--- src/rtl/exe_stage.sv ---
// Execute stage: single-cycle ALU/multiply, iterative restoring divider,
// data-SRAM request generation and forwarding back to decode.
`timescale 1ns/1ps
module exe_stage #(
  parameter int ID_TO_EXE_LEN  = 163,
  parameter int EXE_TO_MEM_LEN = 78,
  parameter int EXE_RF_LEN     = 38
) (
  input  logic                      clk,
  input  logic                      reset,
  input  logic [ID_TO_EXE_LEN-1:0]  ID_to_EXE_BUS,
  input  logic                      ID_to_EXE_valid,
  output logic                      EXE_allowin,
  input  logic                      MEM_allowin,
  output logic                      EXE_to_MEM_valid,
  output logic [EXE_TO_MEM_LEN-1:0] EXE_to_MEM_BUS,
  output logic [EXE_RF_LEN-1:0]     EXE_RF_BUS,
  output logic                      data_sram_en,
  output logic [3:0]                data_sram_we,
  output logic [31:0]               data_sram_addr,
  output logic [31:0]               data_sram_wdata
);

  localparam logic [1:0] S_IDLE = 2'd0;
  localparam logic [1:0] S_CALC = 2'd1;
  localparam logic [1:0] S_DONE = 2'd2;

  logic                     exe_valid_q, exe_valid_d;
  logic [ID_TO_EXE_LEN-1:0] bus_q, bus_d;
  logic [1:0]               state_q, state_d;
  logic [4:0]               cnt_q, cnt_d;
  logic [31:0]              div_a_q, div_a_d;
  logic [31:0]              div_b_q, div_b_d;
  logic [31:0]              div_r_q, div_r_d;
  logic                     neg_quo_q, neg_quo_d;
  logic                     neg_rem_q, neg_rem_d;
  logic                     dz_q, dz_d;

  logic [31:0] pc_s, rkd_s, src1_s, src2_s;
  logic        gr_we_s, mem_en_s, rfrom_mem_s;
  logic [4:0]  dest_s;
  logic [11:0] alu_op_s;
  logic [7:0]  sl_op_s;
  logic [6:0]  md_op_s;

  assign pc_s        = bus_q[162:131];
  assign gr_we_s     = bus_q[130];
  assign dest_s      = bus_q[129:125];
  assign rkd_s       = bus_q[124:93];
  assign mem_en_s    = bus_q[92];
  assign alu_op_s    = bus_q[91:80];
  assign src1_s      = bus_q[79:48];
  assign src2_s      = bus_q[47:16];
  assign sl_op_s     = bus_q[15:8];
  assign rfrom_mem_s = bus_q[7];
  assign md_op_s     = bus_q[6:0];

  logic is_div_s, is_mul_s, div_signed_s, is_mod_s;
  logic div_done_s, ready_go_s;

  assign is_div_s     = |md_op_s[3:0];
  assign is_mul_s     = |md_op_s[6:4];
  assign div_signed_s = md_op_s[3] | md_op_s[2];
  assign is_mod_s     = md_op_s[2] | md_op_s[0];

  assign ready_go_s       = !(exe_valid_q & is_div_s) | div_done_s;
  assign EXE_allowin      = !exe_valid_q | (ready_go_s & MEM_allowin);
  assign EXE_to_MEM_valid = exe_valid_q & ready_go_s;

  always_comb begin
    exe_valid_d = exe_valid_q;
    bus_d       = bus_q;
    if (EXE_allowin) begin
      exe_valid_d = ID_to_EXE_valid;
      if (ID_to_EXE_valid) begin
        bus_d = ID_to_EXE_BUS;
      end else begin
        bus_d = bus_q;
      end
    end else begin
      exe_valid_d = exe_valid_q;
    end
  end

  always_ff @(posedge clk or posedge reset) begin
    if (reset) begin
      exe_valid_q <= 1'b0;
      bus_q       <= '0;
    end else begin
      exe_valid_q <= exe_valid_d;
      bus_q       <= bus_d;
    end
  end

  // ALU: one-hot op select, OR-combined
  logic [31:0] sum_s, sub_s, slt_s, sltu_s, sll_s, srl_s, sra_s, alu_res_s;
  assign sum_s  = src1_s + src2_s;
  assign sub_s  = src1_s - src2_s;
  assign slt_s  = {31'd0, $signed(src1_s) < $signed(src2_s)};
  assign sltu_s = {31'd0, src1_s < src2_s};
  assign sll_s  = src1_s << src2_s[4:0];
  assign srl_s  = src1_s >> src2_s[4:0];
  assign sra_s  = $signed(src1_s) >>> src2_s[4:0];

  assign alu_res_s = ({32{alu_op_s[0]}}  & sum_s)
                   | ({32{alu_op_s[1]}}  & sub_s)
                   | ({32{alu_op_s[2]}}  & slt_s)
                   | ({32{alu_op_s[3]}}  & sltu_s)
                   | ({32{alu_op_s[4]}}  & (src1_s & src2_s))
                   | ({32{alu_op_s[5]}}  & ~(src1_s | src2_s))
                   | ({32{alu_op_s[6]}}  & (src1_s | src2_s))
                   | ({32{alu_op_s[7]}}  & (src1_s ^ src2_s))
                   | ({32{alu_op_s[8]}}  & sll_s)
                   | ({32{alu_op_s[9]}}  & srl_s)
                   | ({32{alu_op_s[10]}} & sra_s)
                   | ({32{alu_op_s[11]}} & src2_s);

  // 64-bit product of sign- or zero-extended operands covers all three mul flavours
  logic [63:0] mul_a_s, mul_b_s, prod_s;
  logic [31:0] mul_res_s;
  assign mul_a_s   = {{32{md_op_s[5] & src1_s[31]}}, src1_s};
  assign mul_b_s   = {{32{md_op_s[5] & src2_s[31]}}, src2_s};
  assign prod_s    = mul_a_s * mul_b_s;
  assign mul_res_s = md_op_s[6] ? prod_s[31:0] : prod_s[63:32];

  always_ff @(posedge clk or posedge reset) begin
    if (reset) begin
      state_q <= S_IDLE;
    end else begin
      state_q <= state_d;
    end
  end

  always_comb begin
    state_d = state_q;
    case (state_q)
      S_IDLE:  state_d = (exe_valid_q & is_div_s) ? S_CALC : S_IDLE;
      S_CALC:  state_d = (cnt_q == 5'd31) ? S_DONE : S_CALC;
      S_DONE:  state_d = (EXE_to_MEM_valid & MEM_allowin) ? S_IDLE : S_DONE;
      default: state_d = S_IDLE;
    endcase
  end

  always_comb begin
    div_done_s = 1'b0;
    case (state_q)
      S_DONE:  div_done_s = 1'b1;
      default: div_done_s = 1'b0;
    endcase
  end

  // Restoring step: bit 32 of the difference is the borrow, since r < divisor always holds
  logic [32:0] trial_s, diff_s;
  assign trial_s = {div_r_q, div_a_q[31]};
  assign diff_s  = trial_s - {1'b0, div_b_q};

  always_comb begin
    cnt_d     = cnt_q;
    div_a_d   = div_a_q;
    div_b_d   = div_b_q;
    div_r_d   = div_r_q;
    neg_quo_d = neg_quo_q;
    neg_rem_d = neg_rem_q;
    dz_d      = dz_q;
    case (state_q)
      S_IDLE: begin
        if (exe_valid_q & is_div_s) begin
          div_a_d   = (div_signed_s & src1_s[31]) ? (32'd0 - src1_s) : src1_s;
          div_b_d   = (div_signed_s & src2_s[31]) ? (32'd0 - src2_s) : src2_s;
          div_r_d   = 32'd0;
          cnt_d     = 5'd0;
          neg_quo_d = div_signed_s & (src1_s[31] ^ src2_s[31]);
          neg_rem_d = div_signed_s & src1_s[31];
          dz_d      = (src2_s == 32'd0);
        end else begin
          cnt_d = cnt_q;
        end
      end
      S_CALC: begin
        cnt_d   = cnt_q + 5'd1;
        div_r_d = diff_s[32] ? trial_s[31:0] : diff_s[31:0];
        div_a_d = {div_a_q[30:0], ~diff_s[32]};
      end
      default: cnt_d = cnt_q;
    endcase
  end

  always_ff @(posedge clk or posedge reset) begin
    if (reset) begin
      cnt_q     <= 5'd0;
      div_a_q   <= 32'd0;
      div_b_q   <= 32'd0;
      div_r_q   <= 32'd0;
      neg_quo_q <= 1'b0;
      neg_rem_q <= 1'b0;
      dz_q      <= 1'b0;
    end else begin
      cnt_q     <= cnt_d;
      div_a_q   <= div_a_d;
      div_b_q   <= div_b_d;
      div_r_q   <= div_r_d;
      neg_quo_q <= neg_quo_d;
      neg_rem_q <= neg_rem_d;
      dz_q      <= dz_d;
    end
  end

  logic [31:0] quo_s, rem_s, div_res_s, result_s;
  assign quo_s     = dz_q ? 32'hFFFF_FFFF : (neg_quo_q ? (32'd0 - div_a_q) : div_a_q);
  assign rem_s     = neg_rem_q ? (32'd0 - div_r_q) : div_r_q;
  assign div_res_s = is_mod_s ? rem_s : quo_s;
  assign result_s  = is_div_s ? div_res_s : (is_mul_s ? mul_res_s : alu_res_s);

  // Store lane enables and replicated write data
  always_comb begin
    data_sram_we    = 4'b0000;
    data_sram_wdata = rkd_s;
    if (sl_op_s[7]) begin
      data_sram_we    = 4'b1111;
      data_sram_wdata = rkd_s;
    end else if (sl_op_s[5]) begin
      data_sram_we    = sum_s[1] ? 4'b1100 : 4'b0011;
      data_sram_wdata = {2{rkd_s[15:0]}};
    end else if (sl_op_s[6]) begin
      data_sram_we    = 4'b0001 << sum_s[1:0];
      data_sram_wdata = {4{rkd_s[7:0]}};
    end else begin
      data_sram_we    = 4'b0000;
      data_sram_wdata = rkd_s;
    end
  end

  // mem_en from decode qualifies the access-type bits
  assign data_sram_en   = exe_valid_q & MEM_allowin & mem_en_s & (|sl_op_s);
  assign data_sram_addr = sum_s;

  assign EXE_to_MEM_BUS = {pc_s, gr_we_s, dest_s, result_s, sl_op_s[4:0], rfrom_mem_s, sum_s[1:0]};
  assign EXE_RF_BUS     = {((exe_valid_q & gr_we_s) ? dest_s : 5'd0),
                           rfrom_mem_s | (is_div_s & ~div_done_s),
                           result_s};

endmodule

--- config.mk ---
export PLATFORM = sky130hd
export DESIGN_NAME = exe_stage
export DESIGN_NICKNAME = d
export VERILOG_FILES = /design/src/rtl/exe_stage.sv
export SDC_FILE = /design/constraint.sdc
export NUM_CORES = 2
export LEC_CHECK = 0
export BUFFER_PORTS_ARGS = -buffer_cell sky130_fd_sc_hd__clkbuf_2
export CAP_MARGIN = 10
export CORE_MARGIN = 1.5
export CORE_UTILIZATION = 40
export DETAILED_ROUTE_END_ITERATION = 8
export HOLD_SLACK_MARGIN = 0.02
export PLACE_DENSITY = 0.59
export SLEW_MARGIN = 40
export SYNTH_ARGS = -nofsm -noshare
export SYNTH_HDL_FRONTEND = slang
export SYNTH_SLANG_ARGS = --single-unit
--- constraint.sdc ---
create_clock -name clk -period 9.9 [get_ports clk]
set_input_delay 0.99 -clock clk [delete_from_list [all_inputs] [get_ports clk]]
set_output_delay 0.99 -clock clk [all_outputs]
set_load 0.02 [all_outputs]
==> results.toml <==
[die]
die_x_um = 397
num_rows = 144
ioPinCount = 354
die_h_um = 397
initial_core_util_pct = 40.2
fp.dieArea_um2 = 157000
core_area_um2 = 154000

[status]
status = "finished, violations left"
violations = "setup timing"

[layout]
areaGrowthSynthToFinish_pct = 17.0
final_area_um2 = 72500
register_area_um2 = 6810
drive_above_1_share_pct = 19.6
multi_input_area_um2 = 49100
stdcell_count = 9696
fillers = 14996
layout.nets = 9250

[setup_path]
arrival_ns = 8.98
cp-end-kind = "output pin"
cp_max_fo = 4
critPathLaunchType = "flop"
cp_slowest_cell = "fa_2"
slowest_delay_ns = 0.62
cp_data_required_time_ns = 8.91
crit_type = "flop to output pin"
cpMostUsedCell = "fa_1"

[logic_synthesis]
synthFlopType = "dfrtp_1"
post-synth-top-count-cell = "inv_1"
synth_top_cells_by_count = "inv_1 (1262), fa_1 (1128), nand2_1 (1006)"
netlist_area_um2 = 62000
synth.distinct_cells = 95
ys_seq_area_share_pct = 10.9
async_flop_share_pct = 100
synth_edf_count = 0
ys_warn_count = 0
netlist.area_leader.share_pct = 36.4
synthTopCellsByArea = "fa_1 (36%), dfrtp_1 (11%), inv_1 (7.6%)"
syn-num-nets = 8799
synth_seq_cells = 270
synthesis.instances = 7157
avgSynthCellArea_um2 = 8.66
post-synth-top-area-cell = "fa_1"

[detailed_routing]
dr.pass1.iters = 9
vias = 55874
finalWirelength_mm = 289
drt_iter0_drc = 6515
wire_per_inst_um = 29.8
ant_nets = 0
via_per_inst = 5.76
drc = 0

[grt]
grt_remaining_overflow = 0
grt_max_degree = 87
antenna_found_initial = 22
track_usage_pct = 36.4
grt_pass1_wl_mm = 411
grt_pass1_vias = 57297

[clock_network]
clockRootBuffer = "clkbuf_16"
numCtsBuffers = 41
clkTransAtPathRegs_ns = 0.06
cts_num_sinks = 270
cts_tree = "yes"
cts_hold_buf = 0
clk_latency_ns = 0.65
clockBufferDepth = 3
cts_max_level = 2

[timing]
worst_slack_ns = -0.0681
fin_crit_ns = 9.97
timing_worst_slew_pin_value_ns = 1.00
hold_viol = 0
slew_violations = 0
rsz0062_at_grt = "true"
fin_crit_sh_pct = 101
max_slew_margin_pct = 33.2
setup_violations = 10
max_clock_freq_ghz = 0.100
skew_ns = 0.0465

[placement]
place_area_um2 = 68400
dp_hpwl_mm = 232
port_buffers = 353
placed_cells = 9510
gp_congestion = 1.03
pre_cts_ws_ns = -0.190

[run]
max_cap_violations = 0

[worst_hold_path]
hold_class = "input pin to asynchronous set/reset pin"
[worst max-delay path, delay by kind of cell (launching register included)]
family,cells,cell delay (ns)
AOI/OAI and AO/OA,8,1.49
xor gates and xnor gates,1,0.15
adders and majority gates,9,4.59
buffers and inverters,10,0.97
DFF,1,0.46
and+or+nand+nor,3,0.68
[flip-flops by register name, summed over array words and instances (netlist names)]
signal	cells
div_a_q	32
div_b_q	32
dz_q	1
neg_quo_q	1
neg_rem_q	1
bus_q	163
cnt_q	5
state_q	2
exe_valid_q	1
div_r_q	32
[what timing repair did]
action                                  4_1_cts  5_1_grt
pin swaps                                    55       71
gates cloned                                  5        4
gates resized for setup                     231      234
endpoints found under the setup margin       62       62
buffers inserted                             47       45
[kinds of logic after synthesis]
group	synth area share [%]
fa+ha+maj	43.4
buf+inv	11.8
xor+xnor	3.76
simple gates	13.0
flops	10.9
compound gates	11.4
mux	5.72
[per-stage QoR]
stage	util [%]	hold slack (ns)	TNS, ns
after detailed placement	44.4	0.475	-0.616
final	47.1	0.479	-0.251
after global placement	44.3	0.467	-0.539
after CTS	46.3	0.488	-0.00127
after floorplan	-	0.450	0
after global routing	47.0	0.519	-5.37
[worst paths after layout]
check / start / to / slack (ns) / depth (start not counted)
setup / recovery: bus_q[5] / EXE_to_MEM_BUS[35] / -0.07 / 31
hold / removal: reset / bus_q[133] / 0.48 / 2
setup reg to reg: bus_q[19] / div_b_q[30] / 5.05 / 15
hold reg to reg: div_b_q[6] / div_b_q[6] / 0.48 / 2
max in group asynchronous: reset / bus_q[17] / 8.09 / 3
min in group clk: div_b_q[6] / div_b_q[6] / 0.48 / 2
[routing by layer]
| layer | track usage, % | wire [um] | up-vias |
|---|---|---|---|
| li1 | - | - | 23451 |
| met1 | 48.6 | 115000 | 28509 |
| met2 | 55.1 | 125000 | 3233 |
| met3 | 8.98 | 31400 | 665 |
| met4 | 18.2 | 17900 | 16 |
| met5 | 0 | 107 | - |
[layout by cell type, fill, tap and decap left out, types with 71 or more instances in the layout]
master    netlist  final
mux2i_1       101    101
buf_12          0     71
nor2_1        568    549
ha_1          347    319
a21oi_1       231    209
buf_4          88    476
mux2_2        126    126
xnor2_1       204    196
nand2_1      1006    999
fa_1         1128   1107
clkbuf_2        0    318
o21ai_0       344    315
inv_1        1262   1230
dfrtp_1       270    236
nand3_1       105     98
[area by class of cell]
class / count / area share [%]
Sequential cell: 270 / 9.39
Tap cell: 2044 / 3.53
Timing Repair Buffer: 946 / 10.5
Inverter: 1294 / 6.80
Clock inverter: 23 / 0.426
Clock buffer: 53 / 1.57
Multi-Input combinational cell: 5055 / 67.7
Antenna cell: 11 / 0.0380
Power is left out: the tool's default activity adds up to more than one toggle a clock period on the data nets, which glitch-free logic cannot reach.
